**src/rtl/button_reset_conditioner_if.sv**
```systemverilog
// Button/reset conditioner signal bundle.
// The conditioner side uses the master modport: it samples the raw button and
// drives the conditioned reset, event pulses and debounced level.
interface button_reset_conditioner_if;
   logic BTN_N;      // raw pushbutton, active low, asynchronous to the clock
   logic RST_OUT_N;  // stretched active-low reset for downstream blocks
   logic PRESS;      // one-cycle pulse on an accepted press
   logic RELEASE;    // one-cycle pulse on an accepted release
   logic DOWN;       // debounced level, 1 = pressed

   modport master (
      input  BTN_N,
      output RST_OUT_N,
      output PRESS,
      output RELEASE,
      output DOWN
   );

   modport slave (
      output BTN_N,
      input  RST_OUT_N,
      input  PRESS,
      input  RELEASE,
      input  DOWN
   );
endinterface

```
**src/rtl/button_reset_conditioner.sv**
```systemverilog
// Pushbutton conditioner: synchronises and debounces the raw active-low button,
// emits press/release pulses and a debounced level, and stretches an active-low
// reset both after RESET release and after every accepted press.
module button_reset_conditioner #(
   parameter int unsigned CLKFREQ         = 32'd25000000,
   parameter int unsigned DEBOUNCE_CYCLES = 32'd250000,
   parameter int unsigned STRETCH_CYCLES  = 32'd2500000
) (
   input  logic                         CLK,
   input  logic                         RESET,
   button_reset_conditioner_if.master   bus
);

   // Both counters compare against their terminal value, one less than the count.
   localparam logic [31:0] DEB_LAST = 32'(DEBOUNCE_CYCLES - 32'd1);
   localparam logic [31:0] STR_LAST = 32'(STRETCH_CYCLES - 32'd1);

   // Zero-length windows would make the counters wrap; refuse them at elaboration.
   if ((DEBOUNCE_CYCLES == 32'd0) || (STRETCH_CYCLES == 32'd0) || (CLKFREQ == 32'd0)) begin : g_param_check
      $error("button_reset_conditioner: CLKFREQ, DEBOUNCE_CYCLES and STRETCH_CYCLES must be >= 1");
   end

   typedef enum logic [1:0] {
      S_UP      = 2'd0,
      S_DN_WAIT = 2'd1,
      S_DOWN    = 2'd2,
      S_UP_WAIT = 2'd3
   } state_t;

   logic        sync1_q, sync2_q;
   state_t      state_q, state_d;
   logic [31:0] deb_cnt_q, deb_cnt_d;
   logic [31:0] str_cnt_q, str_cnt_d;
   logic        rst_out_q, rst_out_d;
   logic        press_q, press_d;
   logic        release_q, release_d;
   logic        down_q, down_d;

   // Two-flop synchroniser; idles at 1 (button not pressed).
   always_ff @(posedge CLK or negedge RESET) begin
      if (!RESET) begin
         sync1_q <= 1'b1;
         sync2_q <= 1'b1;
      end else begin
         sync1_q <= bus.BTN_N;
         sync2_q <= sync1_q;
      end
   end

   // Debounce FSM: a change is accepted only after the synchronised level holds
   // for the whole window; any return to the old level abandons it silently.
   always_comb begin
      state_d   = state_q;
      deb_cnt_d = deb_cnt_q;
      press_d   = 1'b0;
      release_d = 1'b0;
      down_d    = down_q;
      case (state_q)
         S_UP: begin
            if (!sync2_q) begin
               state_d   = S_DN_WAIT;
               deb_cnt_d = 32'd0;
            end else begin
               state_d   = S_UP;
            end
         end
         S_DN_WAIT: begin
            if (sync2_q) begin
               state_d   = S_UP;
            end else if (deb_cnt_q == DEB_LAST) begin
               state_d   = S_DOWN;
               press_d   = 1'b1;
               down_d    = 1'b1;
            end else begin
               deb_cnt_d = deb_cnt_q + 32'd1;
            end
         end
         S_DOWN: begin
            if (sync2_q) begin
               state_d   = S_UP_WAIT;
               deb_cnt_d = 32'd0;
            end else begin
               state_d   = S_DOWN;
            end
         end
         S_UP_WAIT: begin
            if (!sync2_q) begin
               state_d   = S_DOWN;
            end else if (deb_cnt_q == DEB_LAST) begin
               state_d   = S_UP;
               release_d = 1'b1;
               down_d    = 1'b0;
            end else begin
               deb_cnt_d = deb_cnt_q + 32'd1;
            end
         end
         default: begin
            state_d   = S_UP;
            deb_cnt_d = 32'd0;
            down_d    = 1'b0;
         end
      endcase
   end

   // Reset stretcher: an accepted press (re)starts the low window from zero,
   // otherwise the counter runs while the output is low and releases it at the end.
   // Coming out of RESET the output is already low with the counter at zero, so
   // the power-on window has the same length as a press window.
   always_comb begin
      rst_out_d = rst_out_q;
      str_cnt_d = str_cnt_q;
      if (press_d) begin
         rst_out_d = 1'b0;
         str_cnt_d = 32'd0;
      end else if (!rst_out_q) begin
         if (str_cnt_q == STR_LAST) begin
            rst_out_d = 1'b1;
            str_cnt_d = 32'd0;
         end else begin
            rst_out_d = 1'b0;
            str_cnt_d = str_cnt_q + 32'd1;
         end
      end else begin
         rst_out_d = 1'b1;
         str_cnt_d = str_cnt_q;
      end
   end

   // State, counters and registered outputs; RESET clears everything at once.
   always_ff @(posedge CLK or negedge RESET) begin
      if (!RESET) begin
         state_q   <= S_UP;
         deb_cnt_q <= 32'd0;
         str_cnt_q <= 32'd0;
         rst_out_q <= 1'b0;
         press_q   <= 1'b0;
         release_q <= 1'b0;
         down_q    <= 1'b0;
      end else begin
         state_q   <= state_d;
         deb_cnt_q <= deb_cnt_d;
         str_cnt_q <= str_cnt_d;
         rst_out_q <= rst_out_d;
         press_q   <= press_d;
         release_q <= release_d;
         down_q    <= down_d;
      end
   end

   assign bus.RST_OUT_N = rst_out_q;
   assign bus.PRESS     = press_q;
   assign bus.RELEASE   = release_q;
   assign bus.DOWN      = down_q;

endmodule

```
**src/flat_wrapper.sv**
```systemverilog
// flat-port wrapper written by rule: the top's interface ports become plain ports
module button_reset_conditioner_flat 
#(
   parameter int unsigned CLKFREQ         = 32'd25000000,
   parameter int unsigned DEBOUNCE_CYCLES = 32'd250000,
   parameter int unsigned STRETCH_CYCLES  = 32'd2500000
)
  (CLK, RESET, bus_BTN_N, bus_RST_OUT_N, bus_PRESS, bus_RELEASE, bus_DOWN);
  button_reset_conditioner_if bus_i ();
  input  logic CLK;
  input  logic RESET;
  input wire logic [$bits(bus_i.BTN_N)-1:0] bus_BTN_N;
  output wire logic [$bits(bus_i.RST_OUT_N)-1:0] bus_RST_OUT_N;
  output wire logic [$bits(bus_i.PRESS)-1:0] bus_PRESS;
  output wire logic [$bits(bus_i.RELEASE)-1:0] bus_RELEASE;
  output wire logic [$bits(bus_i.DOWN)-1:0] bus_DOWN;
  assign bus_i.BTN_N = bus_BTN_N;
  assign bus_RST_OUT_N = bus_i.RST_OUT_N;
  assign bus_PRESS = bus_i.PRESS;
  assign bus_RELEASE = bus_i.RELEASE;
  assign bus_DOWN = bus_i.DOWN;
  button_reset_conditioner #(.CLKFREQ(CLKFREQ), .DEBOUNCE_CYCLES(DEBOUNCE_CYCLES), .STRETCH_CYCLES(STRETCH_CYCLES)) u_core (.CLK(CLK), .RESET(RESET), .bus(bus_i));
endmodule
```
**config.mk**
```make
export PLATFORM = sky130hd
export DESIGN_NAME = button_reset_conditioner_flat
export DESIGN_NICKNAME = d
export VERILOG_FILES = /design/src/rtl/button_reset_conditioner_if.sv /design/src/rtl/button_reset_conditioner.sv /design/src/flat_wrapper.sv
export SDC_FILE = /design/constraint.sdc
export NUM_CORES = 1
export LEC_CHECK = 0
export BUFFER_PORTS_ARGS = -buffer_cell sky130_fd_sc_hd__buf_2
export CAP_MARGIN = 20
export CORE_MARGIN = 10
export CORE_UTILIZATION = 35
export CTS_BUF_LIST = sky130_fd_sc_hd__clkbuf_4
export CTS_CLUSTER_SIZE = 24
export DETAILED_ROUTE_END_ITERATION = 8
export SYNTH_ARGS = -nofsm -noshare
export SYNTH_HDL_FRONTEND = slang
export SYNTH_SLANG_ARGS = --single-unit
```
**constraint.sdc**
```tcl
create_clock -name CLK -period 2.85 [get_ports CLK]
set_input_delay 0.7125 -clock CLK [delete_from_list [all_inputs] [get_ports CLK]]
set_output_delay 0.7125 -clock CLK [all_outputs]
set_load 0.01 [all_outputs]
```
# Word level (Yosys, flattened, before mapping)
# Cells that the tools add are included.
# W data, S select, Z words.
# classes
addsub	2
mux	29
n_reduce_logical	5
n_eq_ne	14
# op_table
operator	n
$mux W32	8
$pmux W32 S4	1
$add A32 B1 Y32 const B	2
$eq A32 B18 Y1 const B	1
$eq A32 B22 Y1 const B	1
$mux W1	14
$mux W2	4
$ne A2 B1 Y1 const B	4
$pmux W2 S4	1
$ne A2 B2 Y1 const B	3
$reduce_and A5 Y1	1
$eq A2 B2 Y1 const B	2
$reduce_and A4 Y1	1
$ne A3 B1 Y1 const B	1
$ne A3 B3 Y1 const B	1
$eq A2 B1 Y1 const B	1
$logic_not A2 Y1	1
$pmux W1 S2	1
$reduce_and A2 Y1	1
$reduce_bool A2 Y1	1
# word_totals
reg_bits	72
out_inout_bits	4
in_bits	3

# Logic depth before layout (Yosys ltp)
# Gate-level depths: netlist of the first run.
# logic_depth
ltp_word	5
depth_mapped	8
depth_no_buf	6

# Least setup slack after synthesis of the first run
# No wires, ideal clock.
# synth_path
path_type	register to register
from	register u_core.deb_cnt_q[5]
to	register u_core.str_cnt_q[15]
required_ps	2731
slack_ps	553
path_buffers	2
stages_incl_launch_ff	8
arrival_time_ps	2178
cell_sequence	dfrtp_1 or4_1 or3_1 or4_4 nor3_2 buf_6 buf_8 nor2_1
# synth_via
elab_chain_cells	5
elab_cells_between_ends	6
classes_between	eq/ne (2); mux (4)
# synth_lines
item	line_no	text
start, declared	button_reset_conditioner.sv:32	logic [31:0] deb_cnt_q, deb_cnt_d;
start signal, assigned	button_reset_conditioner.sv:141	deb_cnt_q <= deb_cnt_d;
$eq A32 B18 Y1 *	button_reset_conditioner.sv:70	end else if (deb_cnt_q == DEB_LAST) begin
$mux W1 *	button_reset_conditioner.sv:70	
$mux W1 *	button_reset_conditioner.sv:68	if (sync2_q) begin
$mux W1 *	button_reset_conditioner.sv:58	case (state_q)
$ne A2 B2 Y1 (no source line) / $mux W32 (equally long branches)	-	
end signal, assigned	button_reset_conditioner.sv:142	str_cnt_q <= str_cnt_d;
end, declared	button_reset_conditioner.sv:33	logic [31:0] str_cnt_q, str_cnt_d;
# Mark *: on every way between the ends. The rest lies on a longest branch, timed or not.
# A chain may end at the register's enable or synchronous reset.

# Worst setup path after layout of the first run
# layout_path
from	register u_core.deb_cnt_q[5]
to	register u_core.deb_cnt_q[21]
# layout_via
elab_chain_cells	4
elab_cells_between_ends	6
classes_between	add/sub (1); eq/ne (1); mux (4)
# layout_lines
item	line_no
$add A32 B1 Y32 / $eq A32 B18 Y1 (equally long branches)	-
$mux W32 *	button_reset_conditioner.sv:70, button_reset_conditioner.sv:89
$mux W32 (on tied branches)	button_reset_conditioner.sv:87, button_reset_conditioner.sv:68
$pmux W32 S4 *	button_reset_conditioner.sv:58
# Mark *: on every way between the ends. The rest lies on a longest branch, timed or not. The select of a mux whose other input is x is not followed.

==> results of run 1 <==
worst max-delay path, cell delays in order (launching register included):
cell	delay [ns]
dfrtp_1	0.49
or4_1	0.60
or3_1	0.36
or4_4	0.45
nand3_2	0.25
o311ai_0	0.19
cell families after synthesis:
| logic type | after synthesis | synth area share |
|---|---|---|
| AND/OR/NAND/NOR | 258 | 0.327 |
| XOR/XNOR | 21 | 0.0447 |
| adder cells (fa/ha/maj) | 2 | 0.00608 |
| multiplexers | 11 | 0.0268 |
| buffers and inverters | 30 | 0.0335 |
| AO/OA/AOI/OAI | 80 | 0.123 |
| flip-flops | 72 | 0.439 |
synth_stat cells (all sizes together) (2+ instances only):
cell	instances
or4b	2
o41ai	6
xor2	11
buf	8
xnor2	10
a21oi	18
nor2	47
and2	9
or3	2
nor4	13
nor3	21
dfrtp	70
nor4b	2
mux2i	11
clkbuf	15
o31ai	7
nand2	57
nor2b	2
or2	2
nand4	23
a41oi	4
and4	9
or4	10
ha	2
o21ai	29
nand3	42
and3	13
inv	7
a31oi	7
dfstp	2
metrics by stage:
step           total power, mW  instances
6_report                  1.80        629
4_1_cts                   1.83        628
2_1_floorplan             1.11        474
5_1_grt                   1.87        629
3_5_place_dp              1.16        612
3_3_place_gp              1.16        612
registers in the layout (all words and copies together), names as in the netlist, named ones only:
signal,flops
u_core.deb_cnt_q,32
u_core.str_cnt_q,32
u_core.bus.DOWN,1
u_core.bus.PRESS,1
u_core.bus.RELEASE,1
u_core.bus.RST_OUT_N,1
u_core.state_q,1
u_core.sync1_q,1
u_core.sync2_q,1
per-layer routing:
metal	routed length, um	vias to the layer above
met5	0	-
li1	-	1766
met4	226	0
met1	4720	1792
met2	4330	128
met3	629	16
cells in the final DEF (no fill, tap or decap), types with 3 or more instances in the layout:
| cell | count |
|---|---|
| dfrtp_1 | 70 |
| a21oi_1 | 18 |
| mux2i_1 | 11 |
| nand3_1 | 41 |
| clkbuf_4 | 9 |
| nor2_1 | 47 |
| xnor2_1 | 10 |
| or4_1 | 9 |
| inv_1 | 7 |
| nor4_1 | 13 |
| clkinvlp_4 | 3 |
| o31ai_1 | 6 |
| and2_1 | 8 |
| buf_4 | 11 |
| o21ai_0 | 29 |
| and3_1 | 13 |
| xor2_1 | 11 |
| o41ai_1 | 6 |
| nand4_1 | 23 |
| buf_2 | 5 |
| nand2_1 | 57 |
| a41oi_1 | 4 |
| a31oi_1 | 7 |
| nor3_1 | 20 |
| and4_1 | 9 |
path summary, 6_finish.rpt:
| path | startpoint | cells after the start | to |
|---|---|---|---|
| setup reg to reg | u_core.deb_cnt_q[5] | 5 | u_core.deb_cnt_q[21] |
| max in group asynchronous | RESET | 1 | u_core.str_cnt_q[24] |
| setup / recovery | u_core.deb_cnt_q[5] | 5 | u_core.deb_cnt_q[21] |
| min in group asynchronous | RESET | 1 | u_core.str_cnt_q[20] |
| hold / removal | bus_BTN_N | 1 | u_core.sync1_q |
| hold reg to reg | u_core.sync1_q | 0 | u_core.sync2_q |
report_power, final:
group	internal [mW]	switching, mW
Clock	0.266	0.399
Sequential	1.04	0.0175
Combinational	0.0270	0.0590
cell type report:
| cell class | count | area [um2] | area share |
|---|---|---|---|
| antenna | 1 | 2.50 | 0.000559 |
| clock buffer | 9 | 67.6 | 0.0151 |
| clock inverter | 7 | 71.3 | 0.0159 |
| inverter | 7 | 26.3 | 0.00587 |
| multi-input combinational | 372 | 2180 | 0.487 |
| sequential | 72 | 1800 | 0.403 |
| tap | 143 | 179 | 0.0400 |
| timing repair buffer | 18 | 148 | 0.0330 |
==> summary.txt, run 1 <==
Run status
  • Status: finished clean

Final layout
  • Cell area after layout: around 4500 um2
  • Synth-to-layout area growth: 8.82%
  • Number of fill cells: around 1100
  • Share of cells above drive strength 1: 0.0928
  • Util after Layout: 0.390
  • Final nets: 485

Synth
  • Post-Syn Area: a little over 4000 um2
  • Top FF cell, synth: dfrtp_1
  • FFs w/ async S/R, synth: 1.00
  • Distinct cells, synth: a little over 50
  • Yosys reg bits: ~70
  • Largest cells by area after synthesis: dfrtp_1 (43%), nand2_1 (5.2%), nand3_1 (5.0%), nor2_1 (4.3%), o21ai_0 (3.5%)
  • Synth top area share: 0.426
  • Avg Inst Size Synth: between 8 and 9 um2
  • Syn_nets: approximately 480
  • Share of the yosys chip area belonging to registers: 0.439
  • Number of enable flip-flop cells after synthesis: 0
  • Synth Instances: around 470
  • Largest area contributor in the netlist: dfrtp_1
  • Yosys warning count: 0

Placed design
  • Placement Setup Slack: about 0.39 ns
  • Dpl hpwl: about 6.8 mm
  • Post-DP Area: around 4300 um2
  • Placer Congestion: ~0.9
  • Port Buf Inserts: 6

GRT
  • GRT Total Usage: 0.125
  • First-pass GRT wire length: roughly 17 mm
  • Met1 Resource Use GR: 0.175
  • M2 GR Usage: 0.181
  • GR Layer Usage met3: 0.0193
  • Initial antenna violation count: 1
  • Largest net degree at the start of global routing: between 70 and 80
  • Overflow after GRT: 0
  • Vias in the first global route: ~3400
  • Grt peak-use layer: met2

Floorplan
  • Boundary Pins: 7
  • Die ar.: around 16000 um2
  • Die H: ~130 um
  • Initial Util: 0.359
  • Row Count: 39
  • CORE AREA: between 10000 and 15000 um2
  • Die Wd: roughly 130 um

Route
  • Drc violations: 0
  • Vias/cell: 5.89
  • Drt total wl: slightly below 10 mm
  • Drt wl/cell: roughly 16 um
  • First drt pass iteration count: 5
  • Number of routed nets with antenna violations: 0
  • Initial DRC Count: between 400 and 500
  • Via count: 3702

Critical path
  • Crit path launch type: flop
  • Crit Path Class: reg2reg
  • Crit end category: flop
  • Worst EP required: 3.16 ns
  • CP Data Arrival Time: 2.77 ns
  • Max FO, Critical Path: 10
  • FF-to-FF setup slack: approximately 0.4 ns

Flow run
  • Max Cap Viol: 0

Clocking
  • # H-tree levels: 3
  • CTS Sinks: 72
  • Root Driver: clkbuf_4
  • Max Root-Sink Buffers: 2
  • CTS Buf Count: 9
  • Clock-pin slew on the worst setup and hold paths: roughly 0.14 ns
  • Setup bufs post-CTS: 0
  • Clk_lat worst skew: ~0.44 ns
  • Post-cts sizing count: 0
  • CTS Hold Buffers Added: 0
  • CTS tree: built

Timing
  • Clk_skew: a little over 0.02 ns
  • TNS Setup: 0 ns
  • Worst setup margin: 0.389 ns
  • Fmax: 0.406 GHz
  • Slew HR: 0.394
  • RSZ-0062 raised after global routing: false
  • Slew Viols, Final: 0
  • Fin. Hold Viols: 0
  • Final Hold Slack: 0.363 ns
  • Min Clock Period, post-route: 2.46 ns
  • Slew @ Worst Pin: 0.909 ns
  • Period utilisation layout: 0.864
  • # setup viols final: 0

Hold path
  • Hold crit path type: in2reg

Power
  • VDD IR-drop max: 0.000215 V
  • PD cells: slightly above 400 nW/um2
  • Pleak: about 1.8 nW
Note: power is estimated with default switching activity, not from simulation.
==> inputs of run 2 (changes only) <==
==> constraint.sdc (replaced) <==
create_clock -name CLK -period 2.8 [get_ports CLK]
set_input_delay 0.7 -clock CLK [delete_from_list [all_inputs] [get_ports CLK]]
set_output_delay 0.7 -clock CLK [all_outputs]
set_load 0.01 [all_outputs]
==> run 2 against run 1 <==
First-iteration DRC count decreased by 13%. Cell area decreased by 0.28%. Clock skew decreased by 0.0051 ns. Global-route usage decreased by 0.070 points. Sequential power about the same. Power decreased by 5.1%. Sequential share of layout area increased by 0.11 points. Worst hold slack got worse by 0.14 ns. Largest cell class unchanged.
==> summary.txt, run 2 (synthesis results as in run 1) <==
Timing
  • Min Clock Period, post-route: 2.46 ns
  • Clk_skew: roughly 0.016 ns
  • Period utilisation layout: 0.878
  • TNS Setup: 0 ns
  • Fin. Hold Viols: 0
  • RSZ-0062 raised after global routing: false
  • Fmax: 0.407 GHz
  • Slew HR: 0.481
  • Slew @ Worst Pin: slightly below 0.8 ns
  • # setup viols final: 0
  • Slew Viols, Final: 0

Route
  • Vias/cell: 5.75
  • Routed met3 length: ~420 um
  • Routed length on met1: around 4.9 mm
  • Number of routed nets with antenna violations: 0
  • Drt wl/cell: about 16 um
  • First drt pass iteration count: 5
  • Initial DRC Count: 360
  • Drt total wl: around 9.9 mm
  • Drc violations: 0
  • Routed wl met2: ~4.4 mm
  • Top sig layer: met4
  • Via count: ~3600

Critical path
  • Worst path top cell family by delay: simple AND/OR/NAND/NOR gates
  • Max FO, Critical Path: 29
  • WP depth: 6
  • Reg2Reg Depth: 6
  • Worst EP required: 3.11 ns
  • Crit-path cells: or4_1 -> or3_1 -> or4_4 -> nor3_4 -> buf_12 -> nor3_1
  • CP Data Arrival Time: ~2.8 ns
  • Critical path's largest stage delay: 0.59 ns
  • Worst path buffer plus inverter count: 1
  • Crit end category: flop
  • Reg2reg start: u_core.deb_cnt_q[5]
  • FF-to-FF End: u_core.str_cnt_q[10]
  • CP max-delay cell: or4_1
  • Crit Path Class: reg2reg
  • FF-to-FF setup slack: 0.34 ns
  • Crit path launch type: flop

GRT
  • Vias in the first global route: around 3300
  • Largest net degree at the start of global routing: 40
  • GRT Total Usage: 0.124
  • First-pass GRT wire length: approximately 17 mm
  • Overflow after GRT: 0
  • Initial antenna violation count: 0

Placed design
  • Placer Congestion: 0.891
  • Cells after DPL: between 600 and 700
  • Dpl hpwl: 6.82 mm
  • Port Buf Inserts: 6
  • Post-DP Area: 4360 um2

Power
  • Clock power frac: 0.321
  • Reg power frac: 0.626
  • Pint: ~1.3 mW
  • VDD IR-drop max: about 0.00021 V
  • Tot Pwr: 1.71 mW
  • Gate power share: 0.053
  • Pleak: about 1.8 nW
  • Switching power total: ~0.44 mW
  • Switching portion of total power: 0.255
  • PD cells: 384 nW/um2

Final layout
  • Top Registers: u_core.deb_cnt_q (32), u_core.str_cnt_q (32)
  • Final nets: 488
  • Cell area after layout: about 4500 um2
  • Synth-to-layout area growth: 8.52%
  • Post-Layout Cell Count: 631
  • Commonest non-fill, non-tap cell in the layout: dfrtp_1
  • Share of cells above drive strength 1: 0.0922
  • Antenna Diode Count: 0
  • Most frequent cells in the layout: dfrtp_1 (70), nand2_1 (57), nor2_1 (47)

Floorplan
  • Die Wd: about 130 um
  • Row Count: 39
  • Die ar.: 16500 um2
  • Boundary Pins: 7
  • Initial Util: 0.359
  • Die H: about 130 um
  • CORE AREA: 11500 um2

Clocking
  • CTS Hold Buffers Added: 0
  • # H-tree levels: 3
  • Post-cts sizing count: 0
  • Root Driver: clkbuf_4
  • Setup bufs post-CTS: 0
  • CTS Sinks: between 70 and 80
  • Max Root-Sink Buffers: 2
  • CTS tree: built
  • Clock-pin slew on the worst setup and hold paths: roughly 0.12 ns
  • Clk_lat worst skew: roughly 0.42 ns
  • CTS Buf Count: 9

Hold path
  • Hold crit path type: in2async

Run status
  • Status: finished clean

Flow run
  • Max Cap Viol: 0
-- run 2: cell count changes in the layout (fill, tap and decap cells not counted), moves of 2 or more --
| cell | before | now |
|---|---|---|
| clkinv_1 | 0 | 3 |
| clkinvlp_4 | 3 | 1 |
| clkbuf_4 | 9 | 11 |
| buf_4 | 11 | 14 |
-- run 2: how the worst max path moves through the flow --
| stage | from | end | slack [ns] |
|---|---|---|---|
| 2_1_floorplan | u_core.deb_cnt_q[5] | u_core.str_cnt_q[15] | 0.50 |
| 3_3_place_gp | u_core.deb_cnt_q[0] | u_core.str_cnt_q[10] | 0.43 |
| 3_5_place_dp | u_core.deb_cnt_q[5] | u_core.str_cnt_q[10] | 0.39 |
| 4_1_cts | u_core.deb_cnt_q[0] | u_core.str_cnt_q[10] | 0.36 |
| 5_1_grt | u_core.deb_cnt_q[0] | u_core.str_cnt_q[22] | 0.19 |
| 6_report | u_core.deb_cnt_q[5] | u_core.str_cnt_q[10] | 0.34 |
-- run 2: worst register-to-register path, delay by kind of cell (launching register included) --
kind                   cells  cell delay [ns]
and+or+nand+nor            5             1.64
buffers and inverters      1             0.21
DFF                        1             0.49
-- run 2: per-stage QoR --
step | util | hold WS, ns | setup slack, ns
2_1_floorplan | - | 0.345 | 0.503
3_3_place_gp | 0.380 | 0.347 | 0.427
3_5_place_dp | 0.380 | 0.349 | 0.392
4_1_cts | 0.389 | 0.234 | 0.356
5_1_grt | 0.389 | 0.245 | 0.186
6_report | 0.389 | 0.225 | 0.342
-- run 2: layout make-up --
type	count	area, um2
clock inverters	5	23.8
repair buffers	21	170
flip-flops and latches	72	1800
multi-input cells	372	2180
well taps	143	179
clock buffers	11	82.6
fillers	1159	7000
inverters	7	26.3
-- run 2: power groups by stage --
stage | sequential (mW) | combinational, mW | clock, mW
detailed placement | 1.09 | 0.0926 | 0
global route | 1.08 | 0.104 | 0.620
floorplan | 1.09 | 0.0475 | 0
global placement | 1.09 | 0.0900 | 0
finish | 1.07 | 0.0907 | 0.550
CTS | 1.07 | 0.0928 | 0.584
-- run 2: per-layer routing --
metal / vias to the layer above / GRT usage
met4: 0 / 0.0437
met2: 84 / 0.179
met3: 12 / 0.0296
li1: 1768 / -
met1: 1766 / 0.176
met5: - / 0
==> inputs of run 3 (changes only) <==
--- a/config.mk
+++ b/config.mk
@@ -8,7 +8,7 @@
 export BUFFER_PORTS_ARGS = -buffer_cell sky130_fd_sc_hd__buf_2
 export CAP_MARGIN = 20
 export CORE_MARGIN = 10
-export CORE_UTILIZATION = 35
+export CORE_UTILIZATION = 30
 export CTS_BUF_LIST = sky130_fd_sc_hd__clkbuf_4
 export CTS_CLUSTER_SIZE = 24
 export DETAILED_ROUTE_END_ITERATION = 8
==> run 3 against run 2 <==
Die area is 14% higher. Final cell count is 4.9% higher. Largest cell class unchanged. Worst setup slack worse by 0.087 ns.
==> summary.txt, run 3 (synthesis results as in run 1) <==
Run status
  • Status: finished clean

Clocking
  • Clock-pin slew on the worst setup and hold paths: 0.14 ns
  • CTS Hold Buffers Added: 0
  • Clk_lat worst skew: about 0.44 ns
  • # H-tree levels: 3
  • Max Root-Sink Buffers: 2
  • CTS Buf Count: 9
  • CTS tree: built
  • Root Driver: clkbuf_4
  • CTS Sinks: between 70 and 80
  • Post-cts sizing count: 0
  • Setup bufs post-CTS: 0

Power
  • PD cells: ~400 nW/um2
  • Pleak: around 1.9 nW
  • VDD IR-drop max: 0.000205 V

Route
  • Drc violations: 0
  • Initial DRC Count: 309
  • Drt wl/cell: between 15 and 20 um
  • Vias/cell: between 5 and 6
  • Via count: between 3000 and 4000
  • Number of routed nets with antenna violations: 0
  • Drt total wl: around 10 mm
  • First drt pass iteration count: 5

GRT
  • Grt peak-use layer: met2
  • Initial antenna violation count: 1
  • Largest net degree at the start of global routing: 73
  • Met1 Resource Use GR: 0.150
  • Overflow after GRT: 0
  • First-pass GRT wire length: 17.9 mm
  • GRT Total Usage: 0.116
  • GR Layer Usage met3: 0.0290
  • M2 GR Usage: 0.183
  • Vias in the first global route: 3540

Final layout
  • Final nets: roughly 490
  • Share of cells above drive strength 1: 0.0907
  • Most frequent cells in the layout: dfrtp_1 (70), nand2_1 (57), nor2_1 (47)
  • Commonest non-fill, non-tap cell in the layout: dfrtp_1
  • Top Registers: u_core.deb_cnt_q (32), u_core.str_cnt_q (32)
  • Synth-to-layout area growth: 9.95%

Critical path
  • FF-to-FF End: u_core.str_cnt_q[23]
  • Worst EP required: 3.10 ns
  • Reg2reg start: u_core.deb_cnt_q[0]
  • CP Data Arrival Time: around 2.9 ns
  • Reg2Reg Depth: 6
  • Max FO, Critical Path: 4
  • Crit Path Class: reg2reg
  • Crit end category: flop
  • Crit path launch type: flop
  • FF-to-FF setup slack: 0.26 ns

Floorplan
  • Die ar.: 18800 um2
  • CORE AREA: 13300 um2
  • Row Count: 42
  • Initial Util: 0.308
  • Die Wd: approximately 140 um
  • Die H: roughly 140 um
  • Boundary Pins: 7

Timing
  • # setup viols final: 0
  • Fmax: between 0.3 and 0.4 GHz
  • Slew Viols, Final: 0
  • Slew @ Worst Pin: around 0.67 ns
  • Final Hold Slack: ~0.26 ns
  • Clk_skew: 0.0217 ns
  • RSZ-0062 raised after global routing: false
  • Slew HR: 0.551
  • Min Clock Period, post-route: around 2.5 ns
  • Period utilisation layout: 0.909
  • Fin. Hold Viols: 0
  • TNS Setup: 0 ns

Flow run
  • Max Cap Viol: 0

Placed design
  • Port Buf Inserts: 6
  • Dpl hpwl: 6.96 mm
  • Placer Congestion: ~0.9

Hold path
  • Hold crit path type: in2async
run 3: changes by cell type in the layout (fill, tap and decap cells not counted):
cell	previous run	this run
nor3_2	0	1
inv_6	0	1
nor3_4	1	0
clkinv_2	1	0
clkinvlp_4	1	2
bufinv_16	0	1
clkinv_1	3	1
buf_2	5	6
buf_4	14	9
diode_2	0	1
buf_12	2	3
run 3: per-layer routing:
metal / routed length, um / share of wire
met5: 0 / 0
met4: 197 / 0.019
met3: 386 / 0.037
met2: 4900 / 0.47
met1: 4890 / 0.47
run 3: worst max-delay path, cell delays in order (launching register included):
cell and delay [ns]:
dfrtp_1 0.42, ha_1 0.24, nand3_1 0.14, or4_1 0.53, or2_2 0.35, o41ai_1 0.63
nor2_1 0.11
run 3: worst max path at each step:
stage	from	end
2_1_floorplan	u_core.deb_cnt_q[5]	u_core.str_cnt_q[15]
3_3_place_gp	u_core.deb_cnt_q[0]	u_core.str_cnt_q[22]
3_5_place_dp	u_core.deb_cnt_q[0]	u_core.str_cnt_q[23]
4_1_cts	u_core.deb_cnt_q[0]	u_core.str_cnt_q[23]
5_1_grt	u_core.deb_cnt_q[0]	u_core.str_cnt_q[23]
6_report	u_core.deb_cnt_q[0]	u_core.str_cnt_q[23]
run 3: area by class of cell:
type | instances | area, um2
Inverter | 7 | 26.3
Timing Repair Buffer | 18 | 158
Clock buffer | 11 | 82.6
Antenna cell | 1 | 2.50
Sequential cell | 72 | 1800
Clock inverter | 5 | 57.6
Fill cell | 1390 | 8820
Multi-Input combinational cell | 372 | 2170
Tap cell | 176 | 220
run 3: where the power goes:
group / total (mW) / switching, mW / internal, mW
clock: 0.689 / 0.397 / 0.293
combinational: 0.0904 / 0.0604 / 0.0300
sequential: 1.07 / 0.0178 / 1.05
run 3: stage by stage:
step | cells | total power, mW | cell area (um2) | utilization | setup slack (ns)
2_1_floorplan | 474 | 1.13 | 4110 | - | 0.503
3_3_place_gp | 645 | 1.18 | 4380 | 0.328 | 0.348
3_5_place_dp | 645 | 1.18 | 4380 | 0.328 | 0.330
4_1_cts | 661 | 1.87 | 4520 | 0.339 | 0.266
5_1_grt | 662 | 1.93 | 4520 | 0.339 | 0.0795
6_report | 662 | 1.85 | 4520 | 0.339 | 0.255
